[config.mk]
export PLATFORM = sky130hd
export DESIGN_NAME = btn_debounce_scheduler_flat
export DESIGN_NICKNAME = d
export VERILOG_FILES = /design/src/rtl/btn_pkg.sv /design/src/rtl/btn_debounce_scheduler_if.sv /design/src/rtl/shared_delay_timer.sv /design/src/rtl/btn_debounce_scheduler.sv /design/src/flat_wrapper.sv
export SDC_FILE = /design/constraint.sdc
export NUM_CORES = 1
export LEC_CHECK = 0
export BUFFER_PORTS_ARGS = -buffer_cell sky130_fd_sc_hd__buf_4
export CAP_MARGIN = 20
export CORE_AREA = 2 2 71 73
export CTS_CLUSTER_SIZE = 12
export DETAILED_ROUTE_END_ITERATION = 8
export DIE_AREA = 0 0 73 75
export GPL_TIMING_DRIVEN = 0
export PLACE_DENSITY = 0.85
export SETUP_SLACK_MARGIN = 0.2
export SKIP_LAST_GASP = 1
export SLEW_MARGIN = 10
export SYNTH_ARGS = -nofsm -noshare
export SYNTH_HDL_FRONTEND = slang
export SYNTH_HIERARCHICAL = 1
export SYNTH_SLANG_ARGS = --single-unit
[constraint.sdc]
create_clock -name clk5 -period 3.45 [get_ports clk5]
set_input_delay 0.1725 -clock clk5 [delete_from_list [all_inputs] [get_ports clk5]]
set_output_delay 0.1725 -clock clk5 [all_outputs]
set_load 0.1 [all_outputs]
[src/rtl/btn_pkg.sv]
// Shared types and constants for the button debounce scheduler.
// Per-button and shared-timer state encodings live here.
package btn_pkg;

  localparam int DELAY_CYCLES_DEFAULT = 40000;
  localparam int N_BTN_MAX = 8;

  typedef enum logic [2:0] {
    IDLE      = 3'd0,
    PRESS_REQ = 3'd1,
    PRESS_DLY = 3'd2,
    HELD      = 3'd3,
    REL_REQ   = 3'd4,
    REL_DLY   = 3'd5
  } btn_state_t;

  typedef enum logic {
    T_IDLE = 1'b0,
    T_BUSY = 1'b1
  } tmr_state_t;

  // Round-robin successor of a button index, wrapping at n.
  function automatic logic [2:0] next_idx(
    input logic [2:0] v,
    input int         n
  );
    if (int'(v) + 1 >= n) begin
      return 3'd0;
    end
    return v + 3'd1;
  endfunction

endpackage

[src/rtl/btn_debounce_scheduler_if.sv]
// Button-side bundle: raw pin levels in, debounced
// pulses/levels and shared-timer status out.
interface btn_debounce_scheduler_if #(
  parameter int N_BTN = 4
);

  logic [N_BTN-1:0] raw;
  logic [N_BTN-1:0] clean;
  logic [N_BTN-1:0] pressed;
  logic             timer_busy;
  logic [2:0]       timer_owner;

  modport master (
    output raw,
    input  clean,
    input  pressed,
    input  timer_busy,
    input  timer_owner
  );

  modport slave (
    input  raw,
    output clean,
    output pressed,
    output timer_busy,
    output timer_owner
  );

endinterface

[src/rtl/shared_delay_timer.sv]
// One delay counter shared by all buttons, handed out
// round-robin; expire pulses to the owner on the last count.
module shared_delay_timer
  import btn_pkg::*;
#(
  parameter int N_BTN        = 4,
  parameter int DELAY_CYCLES = DELAY_CYCLES_DEFAULT
) (
  input  logic             clk5,
  input  logic             reset,
  input  logic [N_BTN-1:0] req,
  output logic [N_BTN-1:0] grant,
  output logic [N_BTN-1:0] expire,
  output logic             busy,
  output logic [2:0]       owner
);

  localparam int CW = $clog2(DELAY_CYCLES);
  localparam logic [CW-1:0] LAST =
    CW'(DELAY_CYCLES - 1);

  tmr_state_t    state;
  logic [CW-1:0] count;
  logic [2:0]    rr_ptr;
  logic          hit;
  logic [2:0]    pick;

  // First pass looks at or after rr_ptr, second wraps.
  always_comb begin
    hit  = 1'b0;
    pick = 3'd0;
    for (int i = 0; i < N_BTN; i++) begin
      if (!hit && req[i] && 3'(i) >= rr_ptr) begin
        hit  = 1'b1;
        pick = 3'(i);
      end
    end
    for (int i = 0; i < N_BTN; i++) begin
      if (!hit && req[i]) begin
        hit  = 1'b1;
        pick = 3'(i);
      end
    end
  end

  always_comb begin
    grant  = '0;
    expire = '0;
    for (int i = 0; i < N_BTN; i++) begin
      grant[i] = (state == T_IDLE) && hit &&
                 (pick == 3'(i));
      expire[i] = (state == T_BUSY) &&
                  (count == LAST) &&
                  (owner == 3'(i));
    end
  end

  always_ff @(posedge clk5) begin
    if (reset) begin
      state  <= T_IDLE;
      count  <= '0;
      rr_ptr <= 3'd0;
      owner  <= 3'd0;
    end else begin
      unique case (state)
        T_IDLE: begin
          if (hit) begin
            owner  <= pick;
            count  <= '0;
            state  <= T_BUSY;
            rr_ptr <= next_idx(pick, N_BTN);
          end
        end
        T_BUSY: begin
          if (count == LAST) begin
            state <= T_IDLE;
          end else begin
            count <= count + CW'(1);
          end
        end
      endcase
    end
  end

  assign busy = (state == T_BUSY);

endmodule

[src/rtl/btn_debounce_scheduler.sv]
// Per-button synchronizer + press/release FSM, all sharing
// one delay timer to mask press and release bounce.
module btn_debounce_scheduler
  import btn_pkg::*;
#(
  parameter int N_BTN        = 4,
  parameter int DELAY_CYCLES = DELAY_CYCLES_DEFAULT
) (
  input logic               clk5,
  input logic               reset,
  btn_debounce_scheduler_if.slave bus
);

  logic [N_BTN-1:0] req;
  logic [N_BTN-1:0] grant;
  logic [N_BTN-1:0] expire;
  logic [N_BTN-1:0] clean_v;
  logic [N_BTN-1:0] pressed_v;
  logic             busy_w;
  logic [2:0]       owner_w;

  for (genvar g = 0; g < N_BTN; g++) begin : g_lane
    logic       s1;
    logic       s;
    logic       cl;
    logic       pr;
    btn_state_t st;

    always_ff @(posedge clk5) begin
      if (reset) begin
        s1 <= 1'b0;
        s  <= 1'b0;
        cl <= 1'b0;
        pr <= 1'b0;
        st <= IDLE;
      end else begin
        s1 <= bus.raw[g];
        s  <= s1;
        cl <= 1'b0;
        unique case (st)
          IDLE: begin
            if (s) begin
              st <= PRESS_REQ;
              cl <= 1'b1;
              pr <= 1'b1;
            end
          end
          PRESS_REQ: begin
            if (grant[g]) st <= PRESS_DLY;
          end
          PRESS_DLY: begin
            if (expire[g]) st <= HELD;
          end
          HELD: begin
            if (!s) st <= REL_REQ;
          end
          REL_REQ: begin
            if (grant[g]) st <= REL_DLY;
          end
          REL_DLY: begin
            if (expire[g]) begin
              st <= IDLE;
              pr <= 1'b0;
            end
          end
          default: begin
            st <= IDLE;
          end
        endcase
      end
    end

    assign req[g] = (st == PRESS_REQ) ||
                    (st == REL_REQ);
    assign clean_v[g]   = cl;
    assign pressed_v[g] = pr;
  end

  shared_delay_timer #(
    .N_BTN        (N_BTN),
    .DELAY_CYCLES (DELAY_CYCLES)
  ) u_timer (
    .clk5   (clk5),
    .reset  (reset),
    .req    (req),
    .grant  (grant),
    .expire (expire),
    .busy   (busy_w),
    .owner  (owner_w)
  );

  assign bus.clean       = clean_v;
  assign bus.pressed     = pressed_v;
  assign bus.timer_busy  = busy_w;
  assign bus.timer_owner = owner_w;

endmodule

[src/flat_wrapper.sv]
// flat-port wrapper written by rule: the top's interface ports become plain ports
module btn_debounce_scheduler_flat import btn_pkg::*;
#(
  parameter int N_BTN        = 4,
  parameter int DELAY_CYCLES = DELAY_CYCLES_DEFAULT
)
  (clk5, reset, bus_raw, bus_clean, bus_pressed, bus_timer_busy, bus_timer_owner);
  btn_debounce_scheduler_if #(.N_BTN(N_BTN)) bus_i ();
  input logic clk5;
  input logic reset;
  input wire logic [$bits(bus_i.raw)-1:0] bus_raw;
  output wire logic [$bits(bus_i.clean)-1:0] bus_clean;
  output wire logic [$bits(bus_i.pressed)-1:0] bus_pressed;
  output wire logic [$bits(bus_i.timer_busy)-1:0] bus_timer_busy;
  output wire logic [$bits(bus_i.timer_owner)-1:0] bus_timer_owner;
  assign bus_i.raw = bus_raw;
  assign bus_clean = bus_i.clean;
  assign bus_pressed = bus_i.pressed;
  assign bus_timer_busy = bus_i.timer_busy;
  assign bus_timer_owner = bus_i.timer_owner;
  btn_debounce_scheduler #(.N_BTN(N_BTN), .DELAY_CYCLES(DELAY_CYCLES)) u_core (.clk5(clk5), .reset(reset), .bus(bus_i));
endmodule
# Word level (Yosys, flattened, before mapping)
# Cells that the tools add are included.
dict set report totals {
  ff_bits 51
  word_cells 217
  out_inout_bits 12
}
dict set report op_classes {
  n_eq_ne 53
  n_reduce_logical 56
  n_bitwise 5
  add_sub_neg 3
  order_cmp 5
  n_mux 71
}
# operator count
set ops {}
lappend ops {{3-bit two-way mux} 32}
lappend ops {{3-bit one-hot mux with 6 select lines} 4}
lappend ops {{2-bit by 1-bit inequality test with 1-bit output, second input constant} 20}
lappend ops {{3-bit by 2-bit equality test with 1-bit output, second input constant} 12}
lappend ops {{16-bit two-way mux} 2}
lappend ops {{16-bit one-hot mux with 2 select lines} 1}
lappend ops {{1-bit two-way mux} 27}
lappend ops {{3-bit equality test, second input constant} 8}
lappend ops {{6-bit AND reduction} 4}
lappend ops {{1-bit logical AND} 21}
lappend ops {{3-bit by 1-bit equality test with 1-bit output, second input constant} 6}
lappend ops {{3-bit zero test} 6}
lappend ops {{16-bit by 1-bit adder with 16-bit output, second input constant} 1}
lappend ops {{16-bit equality test, second input constant} 1}
lappend ops {{2-bit inequality test, second input constant} 6}
lappend ops {{3-bit AND reduction} 4}
lappend ops {{1-bit one-hot mux with 2 select lines} 5}
lappend ops {{2-bit nonzero test} 4}
lappend ops {{2-bit OR reduction} 4}
lappend ops {{1-bit zero test} 7}
lappend ops {{1-bit by 3-bit >= comparator with 1-bit output, first input constant} 2}
lappend ops {{2-bit by 3-bit >= comparator with 1-bit output, first input constant} 2}
lappend ops {{1-bit inverter} 5}
lappend ops {{3-bit by 1-bit adder with 4-bit output, second input constant} 1}
lappend ops {{4 further kinds} 8}

# Depth between registers and ports, before layout
dict set report logic_depth {
  depth_word 35
  mapped_depth 14
  mapped_depth_nobuf 13
}

# Cells and area by module
# Netlist, hierarchy kept.
# mod cells_each n_inst area_per_inst_um2 seq_area_each_um2
set modules_own_cells {}
lappend modules_own_cells {btn_debounce_scheduler 167 1 1413.9 560.5}
lappend modules_own_cells {shared_delay_timer 162 1 1287.5 440.4}

# Worst setup path after synthesis
# OpenSTA, ideal clock, no wires.
dict set report synth_path {
  kind {reg-to-reg}
  from {reg u_core.u_timer.state, in the netlist u_core/u_timer/busy}
  to {reg u_core.g_lane[0].st[0]}
  path_buffers 0
  setup_ns 0.071
  path_slack_ns 0.594
  stages_incl_launch_ff 8
  required_time_ns 3.379
  arrival_ns 2.786
  cell_sequence {dfxtp_1 > nor4b_1 > nand4_1 > nor3_1 > nand2b_1 > a32o_1 > a2111o_1 > a21oi_1}
}
dict set report synth_via {
  elab_cells_between_ends 10
  cone_classes {4 x eq/ne; 1 x bitwise; 5 x reduce/logical}
}
# item line
set synth_rtl {}
lappend synth_rtl {{start: declaration} shared_delay_timer.sv:22} ;# tmr_state_t state;
lappend synth_rtl {{start signal: assignment} shared_delay_timer.sv:60} ;# state <= T_IDLE;
lappend synth_rtl {{start signal: assignment} shared_delay_timer.sv:70} ;# state <= T_BUSY;
lappend synth_rtl {{start signal: assignment} shared_delay_timer.sv:76} ;# state <= T_IDLE;
lappend synth_rtl {{1-bit logical AND *} shared_delay_timer.sv:52} ;# expire[i] = (state == T_BUSY) &&
lappend synth_rtl {{1-bit logical AND *} shared_delay_timer.sv:53} ;# (count == LAST) &&
lappend synth_rtl {{named net u_core.expire[0]} btn_debounce_scheduler.sv:16} ;# logic [N_BTN-1:0] expire;
lappend synth_rtl {{2-bit by 1-bit inequality test with 1-bit output (no source line)} --}
lappend synth_rtl {{6-bit AND reduction (no source line) *} --}
lappend synth_rtl {{end signal: assignment} btn_debounce_scheduler.sv:35} ;# st <= IDLE;
lappend synth_rtl {{end signal: assignment} btn_debounce_scheduler.sv:43} ;# st <= PRESS_REQ;
lappend synth_rtl {{end signal: assignment} btn_debounce_scheduler.sv:49} ;# if (grant[g]) st <= PRESS_DLY;
lappend synth_rtl {{end: declaration} btn_debounce_scheduler.sv:27} ;# btn_state_t st;
# Mark *: on every way through the listed nets, which the timed path passes. The rest lies on a longest branch.
# A chain may end at the register's enable or synchronous reset.

# Worst setup path after layout
dict set report layout_path {
  from {reg u_core.g_lane[2].st[0]}
  to {reg u_core.g_lane[3].st[0]}
}
dict set report layout_via {
  elab_chain_len 25
  elab_cells_between_ends 34
  cone_classes {5 x eq/ne; 12 x mux; 17 x reduce/logical}
}
# item line
set layout_lines {}
lappend layout_lines {{start: declaration} btn_debounce_scheduler.sv:27}
lappend layout_lines {{start signal: assignment} btn_debounce_scheduler.sv:35}
lappend layout_lines {{start signal: assignment} btn_debounce_scheduler.sv:43}
lappend layout_lines {{start signal: assignment} btn_debounce_scheduler.sv:49}
lappend layout_lines {{3-bit by 1-bit equality test with 1-bit output or 3-bit equality test (tied branches)} {btn_debounce_scheduler.sv:73, btn_debounce_scheduler.sv:74}}
lappend layout_lines {{1-bit logical OR *} btn_debounce_scheduler.sv:73} ;# assign req[g] = (st == PRESS_REQ) ||
lappend layout_lines {{named net u_core.req[2]} btn_debounce_scheduler.sv:14} ;# logic [N_BTN-1:0] req;
lappend layout_lines {{1-bit logical AND (2 in a row)} shared_delay_timer.sv:33} ;# if (!hit && req[i] && 3'(i) >= rr_ptr) begin
lappend layout_lines {{1-bit two-way mux} shared_delay_timer.sv:33}
lappend layout_lines {{1-bit zero test} shared_delay_timer.sv:33}
lappend layout_lines {{1-bit logical AND (2 in a row)} shared_delay_timer.sv:33}
lappend layout_lines {{1-bit two-way mux} shared_delay_timer.sv:33}
lappend layout_lines {{(+10 left out)} --}
lappend layout_lines {{1-bit logical AND} shared_delay_timer.sv:39} ;# if (!hit && req[i]) begin
lappend layout_lines {{3-bit two-way mux *} shared_delay_timer.sv:39}
lappend layout_lines {{named net u_core.u_timer.pick[0]} shared_delay_timer.sv:26} ;# logic [2:0] pick;
lappend layout_lines {{3-bit by 2-bit equality test with 1-bit output *} shared_delay_timer.sv:51} ;# (pick == 3'(i));
lappend layout_lines {{1-bit logical AND *} shared_delay_timer.sv:50} ;# grant[i] = (state == T_IDLE) && hit &&
lappend layout_lines {{named net u_core.grant[3]} btn_debounce_scheduler.sv:15} ;# logic [N_BTN-1:0] grant;
lappend layout_lines {{2-bit by 1-bit inequality test with 1-bit output (no source line)} --}
lappend layout_lines {{6-bit AND reduction (no source line) *} --}
lappend layout_lines {{end signal: assignment} btn_debounce_scheduler.sv:35}
lappend layout_lines {{end signal: assignment} btn_debounce_scheduler.sv:43}
lappend layout_lines {{end signal: assignment} btn_debounce_scheduler.sv:49}
lappend layout_lines {{end: declaration} btn_debounce_scheduler.sv:27}
# Marked as above.

==> impl_results.rst <==
.. list-table::
   :header-rows: 1

   * - Metric
     - Value
   * - Worst path most repeated cell
     - a21oi_1
   * - Critical path launch point type
     - register
   * - Number of buffer cells added on primary ports
     - 16
   * - Cts bufs inserted
     - 5
   * - Number of clock sinks seen by CTS
     - 50
   * - Overall die area
     - around 0.0055 mm²
   * - Shortest clock period the worst path allows after layout
     - between 2 and 3 ns
   * - Number of buffers added to fix hold violations after cts
     - 0
   * - Hold Path Class
     - primary input to register
   * - Overall routing resource usage
     - between 20% and 30%
   * - Total Routed Length
     - roughly 5500 µm
   * - Final worst path period share
     - between 80 and 90%
   * - DR WL met2
     - 2590 µm
   * - Leak
     - approximately 1.1 nW
   * - PnR Total Power
     - between 1.5 and 2 mW
   * - Flip-flop and latch count after synthesis
     - 50
   * - Worst Path Max Fanout
     - 10
   * - Detailed Place HPWL
     - around 3800 µm
   * - Maximum clock path buffer count
     - 2
   * - Syn-to-layout area delta
     - 11.5%
   * - Fraction of layout cells with a size suffix above 1
     - approximately 15%
   * - PnR worst setup slack
     - 0.484 ns
   * - Antenna cells
     - 0
   * - Summed negative setup slack over all endpoints
     - 0 ns
   * - Clock tree from TritonCTS
     - built
   * - Root Buffer
     - clkbuf_8
   * - Minimum hold slack
     - between 0.07 and 0.08 ns
   * - Average via count per standard cell
     - ~5.8
   * - Startpoint of the worst-slack reg-to-reg timing path
     - u_core/g_lane[2].st[0]$_SDFFE_PP0P_
   * - Clock network power share
     - 27.8%
   * - Number of detailed-routing iterations run before antenna repair
     - 4
   * - Total Nets Final
     - 363
   * - Sw Pwr
     - ~0.52 mW
   * - Final RePlAce weighted congestion
     - 0.838
   * - Place WS
     - 0.305 ns
   * - Die boundary width
     - 73 µm
   * - Initial core utilization
     - 58.0%
   * - Placement Rows
     - 25
   * - Height of the die
     - about 75 µm
   * - Vias in the first global route
     - 2,075
   * - Slew HR
     - 59.6%
   * - Filler cells
     - 382
   * - Final Util
     - between 60% and 70%
   * - Most frequent cells in the layout
     - dfxtp_1 (50), nor2_1 (30), a21oi_1 (26)
   * - Most common cell after layout, fill and taps aside
     - dfxtp_1
   * - Clock transition at the register clock pins on the worst setup and hold paths after CTS
     - approximately 0.090 ns
   * - Max-cap viol count
     - 0
   * - Count of antenna-violating nets left after detailed routing
     - 0
   * - Post-Route M1 WL
     - about 2600 µm
   * - Top FF cell, synth
     - dfxtp_1
   * - Capture instance of the worst register-to-register path
     - u_core/g_lane[3].st[0]$_SDFFE_PP0P_
   * - Fraction of the yosys area taken by sequential cells
     - 37.1%
   * - Clk Latency, worst-skew pair
     - approximately 0.3 ns
   * - Number of endpoints with negative hold slack in the final report
     - 0
   * - Detailed-route DRC error count
     - 0
   * - Number of nets produced by synthesis
     - 340
   * - Category of the most critical setup path
     - register to register
   * - Max-slew violations
     - 0
   * - I/O Pins
     - 18
   * - Master of the slowest instance on the critical path
     - dfxtp_1
   * - Largest incremental delay on the critical path
     - 0.31 ns
   * - Synth cell types
     - 58
   * - Number of antenna violations at the first check in global routing
     - 0
   * - Run status
     - complete, no violations
   * - Critical Path, Cell by Cell
     - clkbuf_2 > xnor2_1 > nor2_1 > o21bai_1 > a21oi_1 > o22ai_1 > a2bb2oi_2 > inv_1 > ha_1 > and3_1 > nand2b_1 > and3b_1 > a211o_1 > a21oi_1
   * - Worst Path Arrival
     - roughly 3.2 ns
   * - Global-route wire length before repair
     - roughly 9300 µm
   * - Count of H-tree levels built during CTS
     - 2
   * - Worst setup path endpoint
     - u_core/g_lane[3].st[0]$_SDFFE_PP0P_
   * - Peak Freq
     - roughly 340 MHz
   * - Mean post-synth cell area
     - 8.21 µm²
   * - Timing startpoint of the critical path
     - u_core/g_lane[2].st[0]$_SDFFE_PP0P_
   * - Worst Setup End Kind
     - register
   * - Routed WL per cell
     - approximately 14 µm
   * - Setup violation total in the final timing report
     - 0
   * - Combinational power share
     - slightly below 30%
   * - Pin count of the biggest net entering global routing
     - 15
   * - Number of enable-type register cells in the synthesized netlist
     - 0
   * - Worst-case clock skew
     - 0.00288 ns
   * - Total number of vias
     - approximately 2.3k
   * - Cell area after synthesis
     - roughly 0.0027 mm²
   * - Worst reg2reg setup slack
     - slightly below 0.5 ns
   * - Worst EP required
     - approximately 3.7 ns
   * - Proportion of synthesized flip-flops having asynchronous set or reset
     - 0%
   * - Syn. warnings
     - 6
   * - Met3 wirelength from detailed routing
     - roughly 200 µm
   * - Peak ir drop on the vdd network
     - slightly above 300 µV
   * - Unrepaired setup endpoints after global routing
     - false
   * - Power per cell area
     - between 500 and 600 mW/mm²
   * - Power Internal
     - approximately 1 mW
   * - Proportion of total power due to net switching
     - roughly a third
   * - Cell depth of the worst flop-to-flop path
     - 14
   * - Fraction of power consumed by sequential logic
     - a little over two fifths
   * - GRT overflow
     - 0
   * - 1st-iter DRT viols
     - 158
   * - Pin slew with the least headroom to its limit
     - a little over 0.6 ns
   * - Highest routed layer
     - met4
   * - Floorplan core area
     - approximately 0.0047 mm²
   * - Cells after synthesis
     - about 330
state kept, by name (all words and copies together), names as in the netlist:
name                   cells
u_core/u_timer/count      16
u_core/g_lane.st          12
u_core/g_lane.cl           4
u_core/g_lane.pr           4
u_core/g_lane.s            4
u_core/g_lane.s1           4
u_core/u_timer/rr_ptr      3
u_core/u_timer/owner       2
u_core/u_timer/busy        1
repair_timing:
action,in CTS,in global routing
gates resized for setup,0,4
setup endpoints to repair,0,4
setup buffers,0,0
synthesized netlist by cell type (5+ instances only):
master / count / share of area [%]
ha_1: 5 / 2.3
inv_1: 13 / 1.8
and3_1: 7 / 1.6
a21oi_1: 26 / 4.8
nand2b_1: 13 / 3.0
mux2i_1: 10 / 3.7
nor3_1: 13 / 2.4
dfxtp_1: 50 / 37
nand2_1: 20 / 2.8
clkbuf_1: 11 / 1.5
nor2_1: 31 / 4.3
nand4_1: 5 / 1.2
xnor2_1: 6 / 1.9
nor3b_1: 7 / 1.9
nor2b_1: 13 / 3.0
buf_4: 9 / 2.5
o21ai_0: 13 / 2.4
nand3_1: 8 / 1.5
per-layer routing:
metal  GRT usage (%)  vias to the layer above
met3            4.28                       10
met1            28.7                     1082
met5               0                        -
li1                -                     1193
met2            35.4                       54
met4            8.02                        0
worst min path at each step:
stage / from / end / depth (start not counted)
global placement: bus_raw[2] / u_core/g_lane[2].s1$_SDFF_PP0_ / 2
global route: bus_raw[1] / u_core/g_lane[1].s1$_SDFF_PP0_ / 2
CTS: bus_raw[1] / u_core/g_lane[1].s1$_SDFF_PP0_ / 2
floorplan: reset / u_core/u_timer/count[0]$_SDFFE_PP0P_ / 1
finish: bus_raw[1] / u_core/g_lane[1].s1$_SDFF_PP0_ / 2
detailed placement: bus_raw[1] / u_core/g_lane[1].s1$_SDFF_PP0_ / 2
cell type report:
| class | instances | area [µm²] | area share [%] |
|---|---|---|---|
| plain buffers | 28 | 170 | 5.65 |
| well taps | 54 | 67.6 | 2.24 |
| inverters | 13 | 48.8 | 1.62 |
| flip-flops and latches | 50 | 1000 | 33.2 |
| clock inverters | 1 | 30.0 | 0.997 |
| clock buffers | 6 | 82.6 | 2.74 |
| repair buffers | 16 | 120 | 3.99 |
| multi-input cells | 238 | 1490 | 49.5 |
power by group through the flow:
stage	clock network, mW	registers (mW)	logic [mW]
global placement	0	0.659	0.426
finish	0.423	0.648	0.449
CTS	0.432	0.648	0.440
floorplan	0	0.706	0.301
detailed placement	0	0.662	0.437
global route	0.447	0.655	0.490
stage by stage:
| step | cells | instance area (µm²) |
|---|---|---|
| floorplan | 329 | 2700 |
| global placement | 399 | 2890 |
| detailed placement | 399 | 2890 |
| CTS | 406 | 3000 |
| global route | 406 | 3010 |
| finish | 406 | 3010 |
worst max-delay path, delay by kind of cell (launching register included):
family,cells,cell delay (ns)
AO/OA/AOI/OAI,6,1.10
XOR/XNOR,1,0.15
adder cells (fa/ha/maj),1,0.21
buffers and inverters,2,0.31
flip-flops,1,0.31
AND/OR/NAND/NOR,4,0.80
cells by family after synthesis:
group,share of synthesized area [%]
AO/OA/AOI/OAI,15.6
XOR/XNOR,2.27
adder cells (fa/ha/maj),2.32
buffers and inverters,8.06
flip-flops,37.1
multiplexers,4.12
other,0.139
AND/OR/NAND/NOR,30.5
Power figures use the tool's default switching activity.
